--- src/rtl/preamble_correlator_banked.sv ---
// preamble_correlator_banked: multi-rate preamble correlator for a 1-bit sliced
// sample stream. One shared sample history feeds BANKS correlator banks. Each bank
// uses its own chip period. It majority-votes every chip window and counts how many
// chips agree with PATTERN. An all-zeros flag rides the same pipeline as the scores.
// Pipeline: history shift -> per-chip majority -> match sum / zero reduce.

// One correlator bank. Its chip period is fixed at elaboration time.
module preamble_corr_bank #(
  parameter int                LENGTH     = 4,
  parameter int                PERIOD     = 5,
  parameter logic [LENGTH-1:0] PATTERN    = '0,
  parameter int                CORR_WIDTH = 3
) (
  input  logic                     clk,
  input  logic                     rst,
  input  logic [LENGTH*PERIOD-1:0] win,
  input  logic                     chip_en,
  input  logic                     sum_en,
  output logic [CORR_WIDTH-1:0]    score
);
  localparam int PCW = $clog2(PERIOD + 1) + 1;
  localparam logic [PCW:0] PER_W = PERIOD[PCW:0];

  logic [LENGTH-1:0]     chip_d;
  logic [LENGTH-1:0]     chip_q;
  logic [CORR_WIDTH-1:0] score_d;

  // Strict majority: a tie resolves to 0, so an all-zero window also decides 0.
  function automatic logic majority(input logic [PERIOD-1:0] w);
    logic [PCW-1:0] ones;
    ones = '0;
    for (int i = 0; i < PERIOD; i++) ones = ones + PCW'(w[i]);
    return {ones, 1'b0} > PER_W;
  endfunction

  // Chip j holds window bits [j*PERIOD +: PERIOD]. Bit 0 of the window is the
  // newest sample, so chip LENGTH-1 is the oldest chip and pairs with the pattern MSB.
  for (genvar j = 0; j < LENGTH; j++) begin : g_chip
    assign chip_d[j] = majority(win[j*PERIOD +: PERIOD]);
  end

  // Count the chips that agree with the pattern.
  always_comb begin
    score_d = '0;
    for (int j = 0; j < LENGTH; j++)
      score_d = score_d + CORR_WIDTH'(chip_q[j] ~^ PATTERN[j]);
  end

  // Stage 2: capture the chip decisions for the sample that just shifted in.
  always_ff @(posedge clk or negedge rst)
    if (!rst)         chip_q <= '0;
    else if (chip_en) chip_q <= chip_d;

  // Stage 3: capture the score. It holds between accepted samples.
  always_ff @(posedge clk or negedge rst)
    if (!rst)        score <= '0;
    else if (sum_en) score <= score_d;
endmodule

// Top level: shared history, the bank array, the zero detector and the valid pipe.
module preamble_correlator_banked #(
  parameter  int                LENGTH       = 4,
  parameter  int                BANKS        = 4,
  parameter  int                SCALING_BITS = 5,
  parameter  logic [LENGTH-1:0] PATTERN      = 4'b1010,
  localparam int                CORR_WIDTH   = $clog2(LENGTH + 1)
) (
  input  logic                        clk,
  input  logic                        rst,
  input  logic                        in_dat,
  input  logic                        in_vld,
  output logic [BANKS*CORR_WIDTH-1:0] corr_dat,
  output logic                        corr_vld,
  output logic                        all_zeros
);
  localparam int PMAX   = SCALING_BITS + BANKS - 1;  // longest chip period
  localparam int H      = LENGTH * PMAX;             // history depth
  localparam int STAGES = 3;

  logic [STAGES:1]                    vld_q;
  logic [STAGES:0]                    vld_pipe;
  logic [H-1:0]                       hist;
  logic [LENGTH-1:0]                  nz_grp;
  logic [BANKS-1:0][CORR_WIDTH-1:0]   score;

  assign vld_pipe  = {vld_q, in_vld};
  assign corr_vld  = vld_pipe[STAGES];
  assign corr_dat  = score;

  // The valid shift register walks each accepted sample through the three stages.
  always_ff @(posedge clk or negedge rst)
    if (!rst) vld_q <= '0;
    else      vld_q <= vld_pipe[STAGES-1:0];

  // Stage 1: sample history. hist[0] is the newest sample. Unfilled slots stay 0.
  always_ff @(posedge clk or negedge rst)
    if (!rst)        hist <= '0;
    else if (in_vld) hist <= {hist[H-2:0], in_dat};

  // Stage 2: partial OR per longest-period chip group. It keeps the final zero
  // reduce small.
  always_ff @(posedge clk or negedge rst)
    if (!rst) nz_grp <= '0;
    else if (vld_pipe[1])
      for (int j = 0; j < LENGTH; j++) nz_grp[j] <= |hist[j*PMAX +: PMAX];

  // Stage 3: loss-of-signal flag. It is aligned with the bank scores.
  always_ff @(posedge clk or negedge rst)
    if (!rst)             all_zeros <= 1'b1;
    else if (vld_pipe[2]) all_zeros <= ~|nz_grp;

  // Bank b looks at the newest LENGTH*(SCALING_BITS+b) samples.
  for (genvar b = 0; b < BANKS; b++) begin : g_bank
    localparam int P = SCALING_BITS + b;
    preamble_corr_bank #(
      .LENGTH    (LENGTH),
      .PERIOD    (P),
      .PATTERN   (PATTERN),
      .CORR_WIDTH(CORR_WIDTH)
    ) u_bank (
      .clk    (clk),
      .rst    (rst),
      .win    (hist[LENGTH*P-1:0]),
      .chip_en(vld_pipe[1]),
      .sum_en (vld_pipe[2]),
      .score  (score[b])
    );
  end
endmodule

--- config.mk ---
export PLATFORM = sky130hd
export DESIGN_NAME = preamble_correlator_banked
export DESIGN_NICKNAME = d
export VERILOG_FILES = /design/src/rtl/preamble_correlator_banked.sv
export SDC_FILE = /design/constraint.sdc
export NUM_CORES = 1
export LEC_CHECK = 0
export ABC_AREA = 1
export ABC_CLOCK_PERIOD_IN_PS = 4390
export BUFFER_PORTS_ARGS = -buffer_cell sky130_fd_sc_hd__buf_4
export CELL_PAD_IN_SITES_DETAIL_PLACEMENT = 2
export CELL_PAD_IN_SITES_GLOBAL_PLACEMENT = 2
export CORE_AREA = 2 2 105 107
export DETAILED_ROUTE_END_ITERATION = 16
export DIE_AREA = 0 0 107 109
export GPL_ROUTABILITY_DRIVEN = 0
export PLACE_DENSITY = 0.88
export SLEW_MARGIN = 10
export SYNTH_ARGS = -nofsm -noshare
export SYNTH_HDL_FRONTEND = slang
export SYNTH_SLANG_ARGS = --single-unit
--- constraint.sdc ---
create_clock -name clk -period 4.39 [get_ports clk]
set_input_delay 0.6585 -clock clk [delete_from_list [all_inputs] [get_ports clk]]
set_output_delay 0.6585 -clock clk [all_outputs]
set_load 0.1 [all_outputs]
==> results of run 1 <==
layout make-up:
type	instances	area [um^2]	share of cell area, %
clock inverters	6	88.8	1.78
well taps	140	175	3.52
multi-input cells	273	2340	47.1
inverters	108	405	8.14
flip-flops and latches	68	1700	34.2
repair buffers	18	135	2.71
clock buffers	10	128	2.56
placed cells by master (no fill, tap or decap), drive strengths merged, types with 2 or more instances in the layout:
cell	instances
buf	18
nand3	10
clkinv	2
a22oi	2
a21oi	8
clkbuf	10
nor2	18
nor3	3
nand2	66
mux2	12
xnor2	4
fa	35
bufinv	2
nand4	4
dfrtp	67
o21ai	46
a31oi	4
ha	57
clkinvlp	2
inv	108
cells by family (layout without fill, tap and decap cells):
kind of cell / Yosys count / in the layout
buffers and inverters: 120 / 142
AND/OR/NAND/NOR: 103 / 103
adder cells (fa/ha/maj): 92 / 92
flip-flops: 68 / 68
AO/OA/AOI/OAI: 62 / 62
multiplexers: 12 / 12
XOR/XNOR: 4 / 4
stage by stage:
step	setup slack [ns]	power (uW)	util [%]	std cells	hold WS (ns)
2_1_floorplan	1.40	1860	-	461	0.349
3_3_place_gp	1.30	2140	44.9	607	0.445
3_5_place_dp	1.09	2310	44.9	607	0.464
4_1_cts	1.01	2950	46.9	623	0.438
5_1_grt	0.883	3130	46.9	623	0.458
6_report	1.06	2900	46.9	623	0.404
registers in the layout (all words and copies together) (netlist names):
signal / count
all_zeros: 1
g_bank.u_bank.chip_q: 16
g_bank.u_bank.score: 12
hist: 32
nz_grp: 4
vld_q: 3
power groups by stage:
stage	clock network (uW)	registers, uW	logic (uW)
detailed placement	0	902	1410
global route	635	912	1580
finish	596	890	1420
CTS	610	893	1440
floorplan	0	1190	677
global placement	0	885	1260
Yosys cell counts:
cell type,n
nand3_1,9
and2_1,1
nand2_1,66
clkbuf_1,2
buf_6,2
o32ai_2,1
inv_2,1
mux2_2,12
dfstp_2,1
fa_1,35
xnor2_1,4
inv_1,107
ha_1,57
nand3_2,1
dfrtp_1,67
o22a_1,1
o21ai_0,46
nand4_1,4
a22oi_1,2
buf_2,8
nor2_1,18
a21oi_1,8
nor3_1,3
a31oi_1,4
or2_2,1
worst max path at each step:
stage                        start  cells after the start                    endpoint  slack, ns
after floorplan           hist[16]                     12  g_bank[3].u_bank.chip_q[2]       1.40
after global placement    hist[24]                     12  g_bank[3].u_bank.chip_q[3]       1.30
after detailed placement  hist[16]                     12  g_bank[3].u_bank.chip_q[2]       1.09
after CTS                  hist[8]                     12  g_bank[3].u_bank.chip_q[1]       1.01
after global routing       hist[8]                     12  g_bank[3].u_bank.chip_q[1]       0.88
final                      hist[8]                     12  g_bank[3].u_bank.chip_q[1]       1.06
critical path, cell delays in order (launching register included):
cell     delay [ns]
dfrtp_1        0.44
inv_1          0.12
ha_1           0.30
inv_1          0.07
fa_1           0.42
fa_1           0.49
inv_1          0.05
fa_1           0.41
fa_1           0.52
nor2_1         0.06
o21ai_0        0.23
nand2_1        0.09
nand2_1        0.07
routing by layer:
layer  GRT usage [%]  vias up  part of all wire [%]
met4            7.79        0                   1.9
li1                -     1460                     -
met5               0        -                     0
met2            44.3       26                    56
met3            4.60       16                   1.9
met1            25.9     1670                    41
==> impl_metrics.toml, run 1 <==
[timing]
final_max_slew_viol_count = 0
fin_setup_tns_ns = 0
relSlewSlack_pct = 40.0
finClkSkew_ns = 0.00814
max_freq_ghz = 0.300
setup_viol = 0
rsz0062_at_grt = "false"
min_period_ns = 3.33
hold_viol_final = 0
worst_slew_pin_slew_ns = 0.900
finalCritPeriodShare_pct = 75.8

[drt]
wl_per_cell_um = 19.3
via_per_inst = 5.09
drc_errors = 0
routed_wl_mm = 12.0
drtIter0Drc = 74
firstDrtPassIters = 4
vias = 3172
ant_nets = 0

[placed_design]
port_buffers = 17
dpl_cell_area_um2 = 4760
hpwl_mm = 8.97

[pwr]
net-switching-power_uw = 1350
p_leak_uw = 0.00263
intPower_uw = 1550
sw_frac_of_total_pct = 46.6
ir_drop_v = 0.000299
p_per_area_nw_per_um2 = 583
p_comb_share_pct = 48.8
p_clk_share_pct = 20.5
sequentialPowerShare_pct = 30.7

[yosys]
syn_inst = 461
synthMuxAreaShare_pct = 2.99
postSynthAreaPerCell_um2 = 9.81
ys.warnings.count = 0
synthAdderAreaFrac_pct = 31.3
synth_top_family_by_area = "adder cells"
ys_types = 25
ys_seq_elements = 68
synth_top_area_share_pct = 37.1
synth_xor_area_share_pct = 0.775
synthTopCellsByArea = "dfrtp_1 (37%), ha_1 (16%), fa_1 (15%)"
post-synth-top-area-cell = "dfrtp_1"
synth_compound_area_share_pct = 7.42
syn_nets = 557
synth_area_um2 = 4520
seq_area_frac_synth_pct = 37.7
synth_simple_gate_area_share_pct = 9.36

[grt]
grt_max_degree = 69
grt_pass1_vias = 3800
grt.overflow.total = 0
grt_pass1_wl_mm = 20.0
track_usage_pct = 23.2
antenna_found_initial = 0

[cts]
cts.path.max_buffers = 2
clock_latency_ns = 0.37
clockRootBuffer = "clkbuf_8"
post_cts_buffers = 0
numCtsBuffers = 9
postCtsHoldBufs = 0
cts_tree = "yes"
cts_resized = 0
cts_sinks = 68
path_clk_slew_ns = 0.08
htreeDepth = 3

[cells_and_area]
fin_area_um2 = 4980
nFillCells = 1139
drive_gt1_share_pct = 10.4
area_growth_pct = 10.1
n_antenna_cell = 0
nNetsFinal = 574

[floorplanning]
fp.dieH_um = 109
dieWidth_um = 107
core-area_um2 = 10600
dieArea_um2 = 11700
initial_core_util_pct = 42.6
ios = 18
rows = 38

[worst_setup_path]
r2r-end = "g_bank[3].u_bank.chip_q[1]"
crit_fanout = 5
reg2reg_depth = 12
r2r_slack_ns = 1.06
critPathLaunchType = "register"
required_ns = 4.70
critical_path_arrival_ns = 3.63
path_class = "reg -> reg"
crit_path_end_kind = "register"
worstReg2RegStart = "hist[8]"

[run_status]
status = "finished, final reports clean"

[min_path]
min_path_type = "in -> async"

[flow_run]
maxCapViolations = 0
No activity file was read; power rests on OpenSTA's default activity.
==> run 2, diff against run 1 <==
- ABC_CLOCK_PERIOD_IN_PS: 4390 -> 3100
- CORE_AREA: 2 2 105 107 -> 2 2 109 111
- DIE_AREA: 0 0 107 109 -> 0 0 111 113
- PLACE_DENSITY: 0.88 -> 0.83
- clock period: 4.39 -> 3.1 ns (I/O delays scaled with it)
==> impl_metrics.toml, run 2 (same netlist as run 1, synthesis figures left out) <==
[grt]
antenna_found_initial = 0
grt_max_degree = 69
grt_pass1_vias = 4126
grt_pass1_wl_mm = 22.8
grt.overflow.total = 0
track_usage_pct = 24.0

[worst_setup_path]
required_ns = 3.36
critical_path_arrival_ns = 3.35
crit_fanout = 3
crit_path_end_kind = "register"
r2r_slack_ns = 0.009
slowest_delay_ns = 0.51
critPathLaunchType = "register"
worstReg2RegStart = "hist[25]"
crit_chain = "inv_2, ha_4, inv_2, fa_1, fa_1, inv_2, fa_2, fa_1, nor2_1, o21ai_1, nand2_1, o21ai_2"
cp-startpoint = "hist[25]"
cpMaxStageDelayCell = "fa_1"
path_class = "reg -> reg"

[cells_and_area]
largest_register_ffs = 32
drive_gt1_share_pct = 19.0
area_growth_pct = 18.3
regMostFlops = "hist"
top_regs = "hist x32, g_bank.u_bank.chip_q x16, g_bank.u_bank.score x12"
fin_util_pct = 47.5
mostFrequentLayoutCells = "inv_1 (95), dfrtp_1 (67), nand2_1 (66), ha_1 (53), o21ai_0 (42)"
mostFrequentLayoutCell = "inv_1"
nNetsFinal = 596
n_antenna_cell = 0

[timing]
min_period_ns = 3.09
rsz0062_at_grt = "true"
hold_viol_final = 0
finalCritPeriodShare_pct = 99.7
max_freq_ghz = 0.324
setup_viol = 0
worst_slew_pin_slew_ns = 0.905
finClkSkew_ns = 0.00857
relSlewSlack_pct = 39.7
final_max_slew_viol_count = 0

[drt]
drtIter0Drc = 131
routed_wl_mm = 14.0
firstDrtPassIters = 4
ant_nets = 0
drc_errors = 0
vias = 3293
via_per_inst = 5.08
wl_per_cell_um = 21.6

[pwr]
ir_drop_v = 0.000449
p_leak_uw = 0.00279
sw_frac_of_total_pct = 43.8
p_per_area_nw_per_um2 = 883
net-switching-power_uw = 2070
p_total_uw = 4720
p_clk_share_pct = 25.5
sequentialPowerShare_pct = 26.8
intPower_uw = 2650
p_comb_share_pct = 47.6

[floorplanning]
ios = 18
dieWidth_um = 111
fp.dieH_um = 113
rows = 39
dieArea_um2 = 12500
initial_core_util_pct = 40.1
core-area_um2 = 11300

[cts]
cts_tree = "yes"
htreeDepth = 3
cts_sinks = 68
cts.path.max_buffers = 2
path_clk_slew_ns = 0.06
clock_latency_ns = 0.34
clockRootBuffer = "clkbuf_16"
numCtsBuffers = 9

[placed_design]
hpwl_mm = 9.03
port_buffers = 17

[flow_run]
maxCapViolations = 0

[run_status]
status = "finished, final reports clean"

[min_path]
min_path_type = "in -> async"
-- run 2: path summary, 6_finish.rpt --
path                            cells after the start                    endpoint
worst max-delay path                               12  g_bank[3].u_bank.chip_q[3]
worst min-delay path                                1                     hist[3]
worst max register to register                     12  g_bank[3].u_bank.chip_q[3]
worst min register to register                      2                    hist[29]
max in group asynchronous                           1                    hist[30]
min in group clk                                    3                     hist[0]
-- run 2: repair_timing --
item | 4_1_cts | 5_1_grt
gates resized for setup | 11 | 17
gates cloned | 0 | 0
hold endpoints to repair | 0 | 0
setup buffers | 3 | 4
setup endpoints to repair | 3 | 5
pin swaps | 5 | 9
hold buffers | 0 | 0
-- run 2: stage by stage --
stage | hold WS (ns) | setup WS [ns] | instances | TNS [ns] | area [um^2]
final | 0.249 | 0.00881 | 648 | 0 | 5350
after global routing | 0.324 | -0.165 | 648 | -0.219 | 5350
after CTS | 0.294 | -0.0250 | 644 | -0.0250 | 5280
after detailed placement | 0.489 | -0.0616 | 625 | -0.0886 | 4880
after global placement | 0.445 | 0.0847 | 625 | 0 | 4880
after floorplan | 0.169 | 0.114 | 461 | 0 | 4520
-- run 2: cell type report --
type                    count  area (um^2)
fillers                  1184         5920
multi-input cells         273         2420
flip-flops and latches     68         1700
inverters                 108          405
repair buffers             40          300
clock buffers               9          225
well taps                 143          179
clock inverters             7          115
-- run 2: routing by layer --
layer  share of wire (%)  track usage, %  wire length (um)  up-vias
met5                   0               0                 0        -
met4                 2.9            9.50               401        0
met3                 1.8            3.32               247       28
met2                  55            45.3              7710       43
met1                  40            27.5              5660     1710
li1                    -               -                 -     1512
-- run 2: critical path, delay by kind of cell, from the launching register on --
| kind | cells | cell delay (ns) |
|---|---|---|
| adders and majority gates | 5 | 2.13 |
| DFF | 1 | 0.39 |
| and+or+nand+nor | 2 | 0.12 |
| buffers and inverters | 3 | 0.16 |
| AOI/OAI and AO/OA | 2 | 0.21 |
-- run 2: power groups by stage --
stage / sequential (uW) / combinational (uW) / clock (uW)
detailed placement: 1280 / 2030 / 0
finish: 1270 / 2250 / 1200
CTS: 1270 / 2200 / 1220
floorplan: 1680 / 958 / 0
global route: 1300 / 2510 / 1260
global placement: 1260 / 1840 / 0
==> run 3, diff against run 2 <==
- ABC_AREA: 1 -> not set
- PLACE_DENSITY: 0.83 -> 0.8
==> impl_metrics.toml, run 3 <==
[worst_setup_path]
crit_path_end_kind = "register"
required_ns = 3.35
path_class = "reg -> reg"
critical_path_arrival_ns = 3.47
critPathLaunchType = "register"
crit_fanout = 2

[grt]
track_usage_pct = 20.2
grt_pass1_vias = 3755
grt_max_degree = 69
antenna_found_initial = 0
grt_pass1_wl_mm = 19.8
grt.overflow.total = 0

[pwr]
p_leak_uw = 0.00260
p_total_uw = 4760
p_per_area_nw_per_um2 = 909
ir_drop_v = 0.000687

[cts]
htreeDepth = 3
cts_tree = "yes"
clockRootBuffer = "clkbuf_16"
cts.path.max_buffers = 2
postCtsHoldBufs = 0
cts_sinks = 68
path_clk_slew_ns = 0.06
clock_latency_ns = 0.33
numCtsBuffers = 9

[cells_and_area]
top_regs = "hist x32, g_bank.u_bank.chip_q x16, g_bank.u_bank.score x12"
mostFrequentLayoutCell = "inv_1"
multi_input_area_um2 = 2470
area_growth_pct = 18.6
regArea_um2 = 1700
mostFrequentLayoutCells = "inv_1 (71), dfrtp_1 (67), ha_1 (51), buf_4 (41)"
fin_area_um2 = 5240
regMostFlops = "hist"
nFillCells = 1133
nNetsFinal = 555
largest_register_ffs = 32
n_antenna_cell = 0
drive_gt1_share_pct = 23.8
stdcell_count = 606

[floorplanning]
fp.dieH_um = 113
rows = 39
dieWidth_um = 111
dieArea_um2 = 12500
ios = 18
core-area_um2 = 11300
initial_core_util_pct = 39.2

[timing]
relSlewSlack_pct = 38.2
final_max_slew_viol_count = 0
rsz0062_at_grt = "true"
min_period_ns = 3.23
finalWorstSetupSlack_ns = -0.125
setup_viol = 4
finClkSkew_ns = 0.00548
worst_slew_pin_slew_ns = 0.927
hold_viol_final = 0
max_freq_ghz = 0.310
finalCritPeriodShare_pct = 104

[yosys]
syn_nets = 514
post-synth-top-area-cell = "dfrtp_1"
ys_seq_elements = 68
synthFlopType = "dfrtp_1"
synth_area_um2 = 4420
postSynthAreaPerCell_um2 = 10.6
syn_inst = 418
synthArstFlopShare_pct = 100
seq_area_frac_synth_pct = 38.6
synth_common_cells = "inv_1 (85), dfrtp_1 (67), ha_1 (57)"
yosysMostFrequentCell = "inv_1"
ys.warnings.count = 0
synth_edf_count = 0
ys_types = 31
synthTopCellsByArea = "dfrtp_1 (38%), ha_1 (16%), fa_1 (16%)"
synth_top_area_share_pct = 38.0

[drt]
routed_wl_mm = 12.2
firstDrtPassIters = 4
via_per_inst = 5.13
drc_errors = 0
drtIter0Drc = 69
vias = 3110
wl_per_cell_um = 20.2
ant_nets = 0

[flow_run]
maxCapViolations = 0

[placed_design]
hpwl_mm = 8.26
dpl_cell_area_um2 = 4820
dp_cells = 586
place_ws_ns = -0.149
port_buffers = 17

[run_status]
status = "finished, violations left"
violations = "setup timing"

[min_path]
min_path_type = "in -> async"
run 3: cell count changes in the layout (fill, tap and decap cells not counted), sizes merged, moves of 4 or more:
cell,previous run,this run
nor2,18,25
a21o,0,4
mux2,12,18
a21oi,8,21
nand2,66,30
o21ai,46,31
inv,108,85
nand3,10,2
run 3: per-layer routing:
layer	share of wire [%]	up-vias	GRT usage (%)	wire length (um)
met5	0	-	0	0
li1	-	1420	-	-
met4	2.7	0	6.17	331
met2	56	37	37.9	6840
met1	39	1628	23.8	4830
met3	2.0	25	3.54	239
run 3: kinds of logic (layout without fill, tap and decap cells):
group | after synthesis | in the layout | share of synthesized area, %
buf+inv | 96 | 141 | 8.33
compound gates | 66 | 66 | 8.25
mux | 18 | 18 | 4.59
xor+xnor | 2 | 2 | 0.397
fa+ha+maj | 92 | 92 | 32.0
simple gates | 76 | 76 | 7.85
flops | 68 | 68 | 38.6
run 3: what timing repair did:
action | in CTS | in global routing
buffers inserted | 4 | 1
resized for setup | 19 | 21
pin swaps | 11 | 17
endpoints found under the setup margin | 5 | 5
run 3: power breakdown:
group	switching [uW]	internal (uW)	leakage (uW)
sequential	198	1100	0.000847
combinational	1590	944	0.00163
clock	398	533	0.000124
run 3: layout make-up:
class	instances	share of cell area [%]
clock buffers	10	4.37
clock inverters	5	0.573
well taps	143	3.42
repair buffers	41	5.88
flip-flops and latches	68	32.5
inverters	85	6.09
multi-input cells	254	47.2
run 3: final timing paths:
path	endpoint	from	slack, ns	cells past startpoint
worst max-delay path	g_bank[3].u_bank.chip_q[1]	hist[9]	-0.13	12
worst min-delay path	hist[1]	rst	0.26	1
worst max register to register	g_bank[3].u_bank.chip_q[1]	hist[9]	-0.13	12
worst min register to register	g_bank[2].u_bank.score[2]	g_bank[2].u_bank.score[2]	0.51	1
max in group asynchronous	g_bank[0].u_bank.chip_q[3]	rst	2.23	1
min in group clk	hist[0]	in_dat	0.36	3
run 3: metrics by stage:
stage | hold slack (ns) | util [%] | setup TNS [ns]
3_5_place_dp | 0.498 | 42.7 | -0.451
4_1_cts | 0.301 | 45.7 | -0.160
3_3_place_gp | 0.488 | 42.7 | 0
5_1_grt | 0.326 | 46.5 | -0.832
2_1_floorplan | 0.169 | - | 0
6_report | 0.261 | 46.5 | -0.239
run 3: critical path, cell delays in order, from the launching register on:
cell     delay, ns
dfrtp_1       0.39
inv_2         0.07
ha_4          0.27
inv_2         0.04
fa_1          0.46
fa_1          0.52
inv_2         0.05
fa_2          0.37
fa_1          0.53
nor2_2        0.05
nor3b_1       0.17
a21oi_1       0.07
a21oi_1       0.16
